`config.mk`:
```
export PLATFORM = sky130hd
export DESIGN_NAME = hdr_emitter
export DESIGN_NICKNAME = d
export VERILOG_FILES = /design/src/rtl/hdr_emitter.sv
export SDC_FILE = /design/constraint.sdc
export NUM_CORES = 1
export LEC_CHECK = 0
export CAP_MARGIN = 20
export CORE_MARGIN = 3
export CORE_UTILIZATION = 34
export DETAILED_ROUTE_END_ITERATION = 16
export PLACE_DENSITY_LB_ADDON = 0.15
export SLEW_MARGIN = 20
export SYNTH_ARGS = -nofsm -noshare
export SYNTH_HDL_FRONTEND = slang
export SYNTH_SLANG_ARGS = --single-unit
```
`constraint.sdc`:
```
create_clock -name clk -period 2.8 [get_ports clk]
set_clock_uncertainty 0.05 [all_clocks]
set_input_delay 0.28 -clock clk [delete_from_list [all_inputs] [get_ports clk]]
set_output_delay 0.28 -clock clk [all_outputs]
set_load 0.01 [all_outputs]
```
`src/rtl/hdr_emitter.sv`:
```
// rtl/hdr_emitter.sv - pops parsed headers from the output latch and streams them as beats
// Optional feature macro: HDR_EMIT_B2B_EN (pop the next header on the last-beat transfer)
`ifndef HDR_MAX_LEN
`define HDR_MAX_LEN 20
`endif
`ifndef NUM_PORTS
`define NUM_PORTS 4
`endif
`ifndef BYTE_BUS
`define BYTE_BUS 8
`endif

module hdr_emitter #(
  parameter int HDR_LEN    = `HDR_MAX_LEN,
  parameter int NUM_PORTS  = `NUM_PORTS,
  parameter int BEAT_BYTES = 8
) (
  input  logic                                clk,
  input  logic                                rst,
  input  logic                                empty_i,
  input  logic [HDR_LEN-1:0][`BYTE_BUS-1:0]   pkt_hdr_i,
  input  logic [NUM_PORTS-1:0]                out_port_i,
  output logic                                rd_o,
  output logic [8*BEAT_BYTES-1:0]             data_o,
  output logic [BEAT_BYTES-1:0]               keep_o,
  output logic [NUM_PORTS-1:0]                port_o,
  output logic                                sop_o,
  output logic                                eop_o,
  output logic                                valid_o,
  input  logic                                ready_i,
  output logic [31:0]                         pkt_cnt_o
);

  localparam int NBEATS     = (HDR_LEN + BEAT_BYTES - 1) / BEAT_BYTES;
  localparam int IDX_W      = $clog2(NBEATS);
  localparam int BEAT_W     = 8 * BEAT_BYTES;
  localparam int LAST_LANES = HDR_LEN - (NBEATS - 1) * BEAT_BYTES;
  localparam logic [IDX_W-1:0]      LAST_IDX  = IDX_W'(NBEATS - 1);
  localparam logic [BEAT_BYTES-1:0] LAST_KEEP = {BEAT_BYTES{1'b1}} >> (BEAT_BYTES - LAST_LANES);

  typedef enum logic {IDLE, SEND} state_t;

  state_t                             state_q, state_d;
  logic [IDX_W-1:0]                   idx_q;
  logic [HDR_LEN-1:0][`BYTE_BUS-1:0]  shadow_q;
  logic [NBEATS-1:0][BEAT_W-1:0]      beats;
  logic                               pop, send, xfer, last_xfer;

  assign send      = (state_q == SEND);
  assign xfer      = send && ready_i;
  assign last_xfer = xfer && (idx_q == LAST_IDX);

  always_comb begin
    state_d = state_q;
    pop     = 1'b0;
    case (state_q)
      IDLE: begin
        if (!empty_i) begin
          pop     = 1'b1;
          state_d = SEND;
        end
      end
      SEND: begin
        if (last_xfer) begin
`ifdef HDR_EMIT_B2B_EN
          if (!empty_i) pop = 1'b1;
          else          state_d = IDLE;
`else
          state_d = IDLE;
`endif
        end
      end
      default: state_d = IDLE;
    endcase
  end

  // The FSM sits in IDLE during reset, so the pop strobe must be gated explicitly.
  assign rd_o = pop & rst;

  always_ff @(posedge clk or negedge rst) begin
    if (!rst) begin
      state_q   <= IDLE;
      idx_q     <= '0;
      shadow_q  <= '0;
      port_o    <= '0;
      pkt_cnt_o <= '0;
    end else begin
      state_q <= state_d;
      if (pop) begin
        shadow_q <= pkt_hdr_i;
        port_o   <= out_port_i;
        idx_q    <= '0;
      end else if (last_xfer) begin
        idx_q <= '0;
      end else if (xfer) begin
        idx_q <= idx_q + 1'b1;
      end
      if (last_xfer) pkt_cnt_o <= pkt_cnt_o + 32'd1;
    end
  end

  // Zero-extending the shadow pads the tail lanes of the last beat with zeros.
  assign beats   = (NBEATS * BEAT_W)'(shadow_q);
  assign valid_o = send;
  assign data_o  = send ? beats[idx_q] : '0;
  assign keep_o  = !send ? '0 : ((idx_q == LAST_IDX) ? LAST_KEEP : {BEAT_BYTES{1'b1}});
  assign sop_o   = send && (idx_q == '0);
  assign eop_o   = send && (idx_q == LAST_IDX);

endmodule

```
## After elaboration in Yosys (flattened, before gate mapping)

Cells that the tools add are included.
Widths: inputs -> output; s select.

| word-level totals | value |
|---|---|
| input port bits | 168 |
| output and inout port bits | 112 |
| word-level logic and storage cells | 48 |
| flip-flop bits (word level) | 199 |

| cells by class | value |
|---|---|
| reductions and logical operators | 6 |
| equality and inequality tests | 1 |
| magnitude comparators | 1 |
| add/subtract/negate cells | 2 |
| bitwise gates (word level) | 2 |
| mux-type cells | 12 |

Operators with widths:

| kind | count |
|---|---|
| $bmux 64 s2 | 1 |
| $mux 64 | 2 |
| $add 32x1->32 const B | 1 |
| $mux 8 | 2 |
| $mux 2 | 3 |
| $logic_and 1x1->1 | 4 |
| $lt 2x3->1 const B | 1 |
| $mux 1 | 3 |
| $reduce_bool 3->1 | 1 |
| $add 2x1->2 const B | 1 |
| $eq 2x2->1 const B | 1 |
| $logic_not 2->1 | 1 |
| $pmux 1 s2 | 1 |
| $and 1x1->1 | 1 |
| $not 1->1 | 1 |

## Logic depth before layout (Yosys ltp)

| logic depth | value |
|---|---|
| word-level depth | 4 |
| mapped depth | 7 |
| gate-level depth less buffers | 5 |

## Worst setup path before layout

No wires, ideal clock.

| timing path | value |
|---|---|
| path kind | register to output |
| start | register state_q, in the netlist valid_o |
| end | output port data_o[54] |
| stages on the path, launching flop included | 4 |
| buffers on the path | 1 |
| required time | 2.470 ns |
| arrival time | 1.620 ns |
| path slack | 0.850 ns |
| path through | dfrtp_1 > nor3b_1 > clkbuf_1 > a22o_1 |

| on the way | value |
|---|---|
| cells in the longest elaborated chain, start to end | 1 |

Ends and longest elaborated chain:

| item | line | RTL |
|---|---|---|
| start, declared | 43 | `state_t state_q, state_d;` |
| start signal, assigned | 88 | `state_q <= state_d;` |
| $mux 64 | 105 | `assign data_o = send ? beats[idx_q] : '0;` |
| end, declared | 24 | `output logic [8*BEAT_BYTES-1:0] data_o,` |

No other way between the ends.

## Worst setup path in the final report

| timing path | value |
|---|---|
| start | register idx_q[0] |
| end | output port data_o[28] |

| on the way | value |
|---|---|
| cells in the longest elaborated chain, start to end | 3 |

Ends and longest elaborated chain:

| item | line | RTL |
|---|---|---|
| start, declared | 44 | `logic [IDX_W-1:0] idx_q;` |
| start signal, assigned | 96 | `idx_q <= idx_q + 1'b1;` |
| $bmux 64 s2 | 105 |  |
| $mux 64 (not written as such) | 105 |  |
| $mux 64 | 105 |  |

No other way between the ends. The select of a mux whose other input is x is not followed.

==> results.md <==
- GP Congestion: 0.756
- CTS Sinks: 199
- Layout cells sized above 1: 23.5%
- Mapped Avg Cell Area: 13.1 um2
- P per Cell Area: 1050 nW/um2
- Yosys Warn Count: 0
- Initial core utilization: 35.0%
- Slowest CP cell: clkdlybuf4s50_1
- Die Area: 28300 um2
- CP endpoint kind: output port
- Die height: 168 um
- Clock root buffer: clkbuf_16
- Clock network fraction of design power: 17.7%
- Worst path cell trace: nor2b_4 > buf_12 > nand2_1 > o21ai_0 > and2_1 > clkdlybuf4s50_1
- Min Hold Slack: 0.178 ns
- Clk Latency, worst-skew pair: 0.42 ns
- WP data required: 2.47 ns
- Routed WL per cell: 18.4 um
- NetSw: 4.35 mW
- Fmax: 379 MHz
- Slew Viols, Final: 0
- Core ar.: 25500 um2
- Layout Nets: 1117
- Worst slew pin tran: 0.781 ns
- Placement row count: 58
- Mapped Nets: 854
- Worst setup SP type: flip-flop
- Iter 0 DRT Violations: 299
- Initial antenna violation count: 0
- Clock transition at path regs: 0.08 ns
- Sw Ratio: 32.4%
- H-tree Lvls: 4
- Total track usage: 16.7%
- Detail Route Antenna Nets: 0
- PortBufs: 279
- DRT Pass-1 Iters: 6
- Area grow syn2layout: 42.2%
- Most frequent cells in the layout: clkdlybuf4s50_1, dfrtp_1, mux2_2
- Post-layout power: 13.4 mW
- FF+latch count, synth: 199
- # diodes: 0
- Io pins: 280
- TritonCTS Buffers: 17
- Die X: 168 um
- Hold Crit Class: input port to async pin
- Status: completed
- Sequential share of power: 35.7%
- Worst slew margin: 47.9%
- Synth Cell Area: 8950 um2
- Leak: 5.28 nW
- First-pass GRT wire length: 37500 um
- Max capacitance violation total: 0
- Grt total ovfl: 0
- Pint: 9.05 mW
- RSZ-0062 raised after global routing: false
- Final period utilization: 94.1%
- Minimum clock period: 2.64 ns
- Final Worst Setup Slack: 0.165 ns
- Clk buf depth: 2
- Pre-CTS setup slack: 0.457 ns
- Final Setup Violations: 0
- Most common cell after layout, fill and taps aside: clkdlybuf4s50_1
- Post-synth cell types: 37
- Register area share after synthesis: 55.6%
- Mapped Cells: 685
- CP max stage delay: 0.54 ns
- DR vias: 6311
- TritonCTS clock tree: done
- Vias per Instance: 4.89
- Peak VDD IR: 668 uV
- Drt total wl: 23800 um
- Maximum fanout along the worst path: 29
- Final hold violations: 0
- Critical Setup Path Class: flip-flop to output port
- HPWL Detailed: 16600 um
- Logic gate share of total power: 46.5%
- Crit path arrival time: 2.31 ns
- DRC violations left: 0
- Largest net degree at the start of global routing: 126
- TNS Setup: 0 ns
- Vias in the first global route: 6591
kinds of logic after synthesis:
kind of cell / share of synthesized area, %
AND/OR/NAND/NOR: 8.86
AO/OA/AOI/OAI: 5.24
multiplexers: 24.5
XOR/XNOR: 3.03
adder cells (fa/ha/maj): 0.140
buffers and inverters: 2.63
flip-flops: 55.6
cell usage after synthesis:
cell	n	area, um2
dfrtp_1	199	4980
mux2_2	166	1870
nand2_1	44	165
clkbuf_1	35	131
a22o_1	34	298
and2_1	34	213
o21ai_0	33	165
mux2i_1	32	320
xnor2_1	17	149
xor2_1	14	123
nand3_1	10	50.1
nand4_1	10	62.6
buf_4	7	52.6
nor2_1	7	26.3
and3_1	5	31.3
buf_1	5	18.8
and4_1	3	26.3
inv_1	3	11.3
nor2b_1	3	18.8
nor3_1	3	15.0
buf_2	2	10.0
nor3_2	2	20.0
nor4_4	2	42.5
or4_1	2	15.0
a31oi_1	1	6.26
buf_6	1	11.3
ha_1	1	12.5
nand3b_1	1	7.51
nand4b_1	1	8.76
nand4b_4	1	23.8
nor3b_1	1	7.51
nor4_1	1	6.26
nor4_2	1	12.5
nor4b_2	1	15.0
or2_2	1	6.26
or3b_2	1	8.76
or4_4	1	11.3
worst max-delay path: cells and delay by family, from the launching register on:
family | cells | cell delay [ns]
buf+inv | 2 | 0.76
simple gates | 3 | 0.49
flops | 1 | 0.52
compound gates | 1 | 0.09
flip-flops by register name, summed over array words and instances, names as in the netlist:
name       cells
port_o         4
beats        160
valid_o        1
pkt_cnt_o     32
idx_q          2
area by class of cell:
class | count | area, um2
Clock buffer | 18 | 429
Tap cell | 330 | 413
Fill cell | 2281 | 12800
Timing Repair Buffer | 294 | 3000
Sequential cell | 199 | 4980
Inverter | 3 | 11.3
Clock inverter | 14 | 135
Multi-Input combinational cell | 433 | 3760
path summary, 6_finish.rpt:
check	depth (start not counted)	from	to	slack (ns)
hold / removal	2	rst	beats[12]	0.18
setup reg to reg	5	valid_o	pkt_cnt_o[27]	0.51
max in group asynchronous	4	rst	beats[92]	1.28
hold reg to reg	1	pkt_cnt_o[31]	pkt_cnt_o[31]	0.42
min in group clk	2	pkt_hdr_i[101]	beats[101]	0.41
setup / recovery	6	idx_q[0]	data_o[28]	0.16
metrics by stage:
stage	util, %	area (um2)	std cells
after floorplan	-	8950	685
after global placement	47.5	12100	1258
after detailed placement	47.5	12100	1258
after CTS	49.8	12700	1291
after global routing	49.8	12700	1291
final	49.8	12700	1291
per-layer routing:
| metal | wire length (um) | global-route usage (%) | part of all wire (%) | vias up |
|---|---|---|---|---|
| li1 | - | - | - | 2968 |
| met1 | 10600 | 22.5 | 45 | 3160 |
| met3 | 1340 | 4.27 | 5.6 | 14 |
| met5 | 0 | 0 | 0 | - |
| met2 | 11600 | 27.4 | 49 | 169 |
| met4 | 271 | 3.91 | 1.1 | 0 |
timing repair:
action,CTS,global route
gates resized for setup,0,1
endpoints found under the hold margin,100,0
buffers inserted,0,0
hold buffers,1,0
setup endpoints to repair,0,21
power groups by stage:
stage	registers, mW	logic (mW)	clock network, mW
3_5_place_dp	4.86	6.33	0
5_1_grt	4.98	6.73	2.60
4_1_cts	4.81	6.36	2.48
2_1_floorplan	4.66	3.51	0
6_report	4.79	6.24	2.38
3_3_place_gp	4.83	6.28	0
Power figures use the tool's default switching activity.
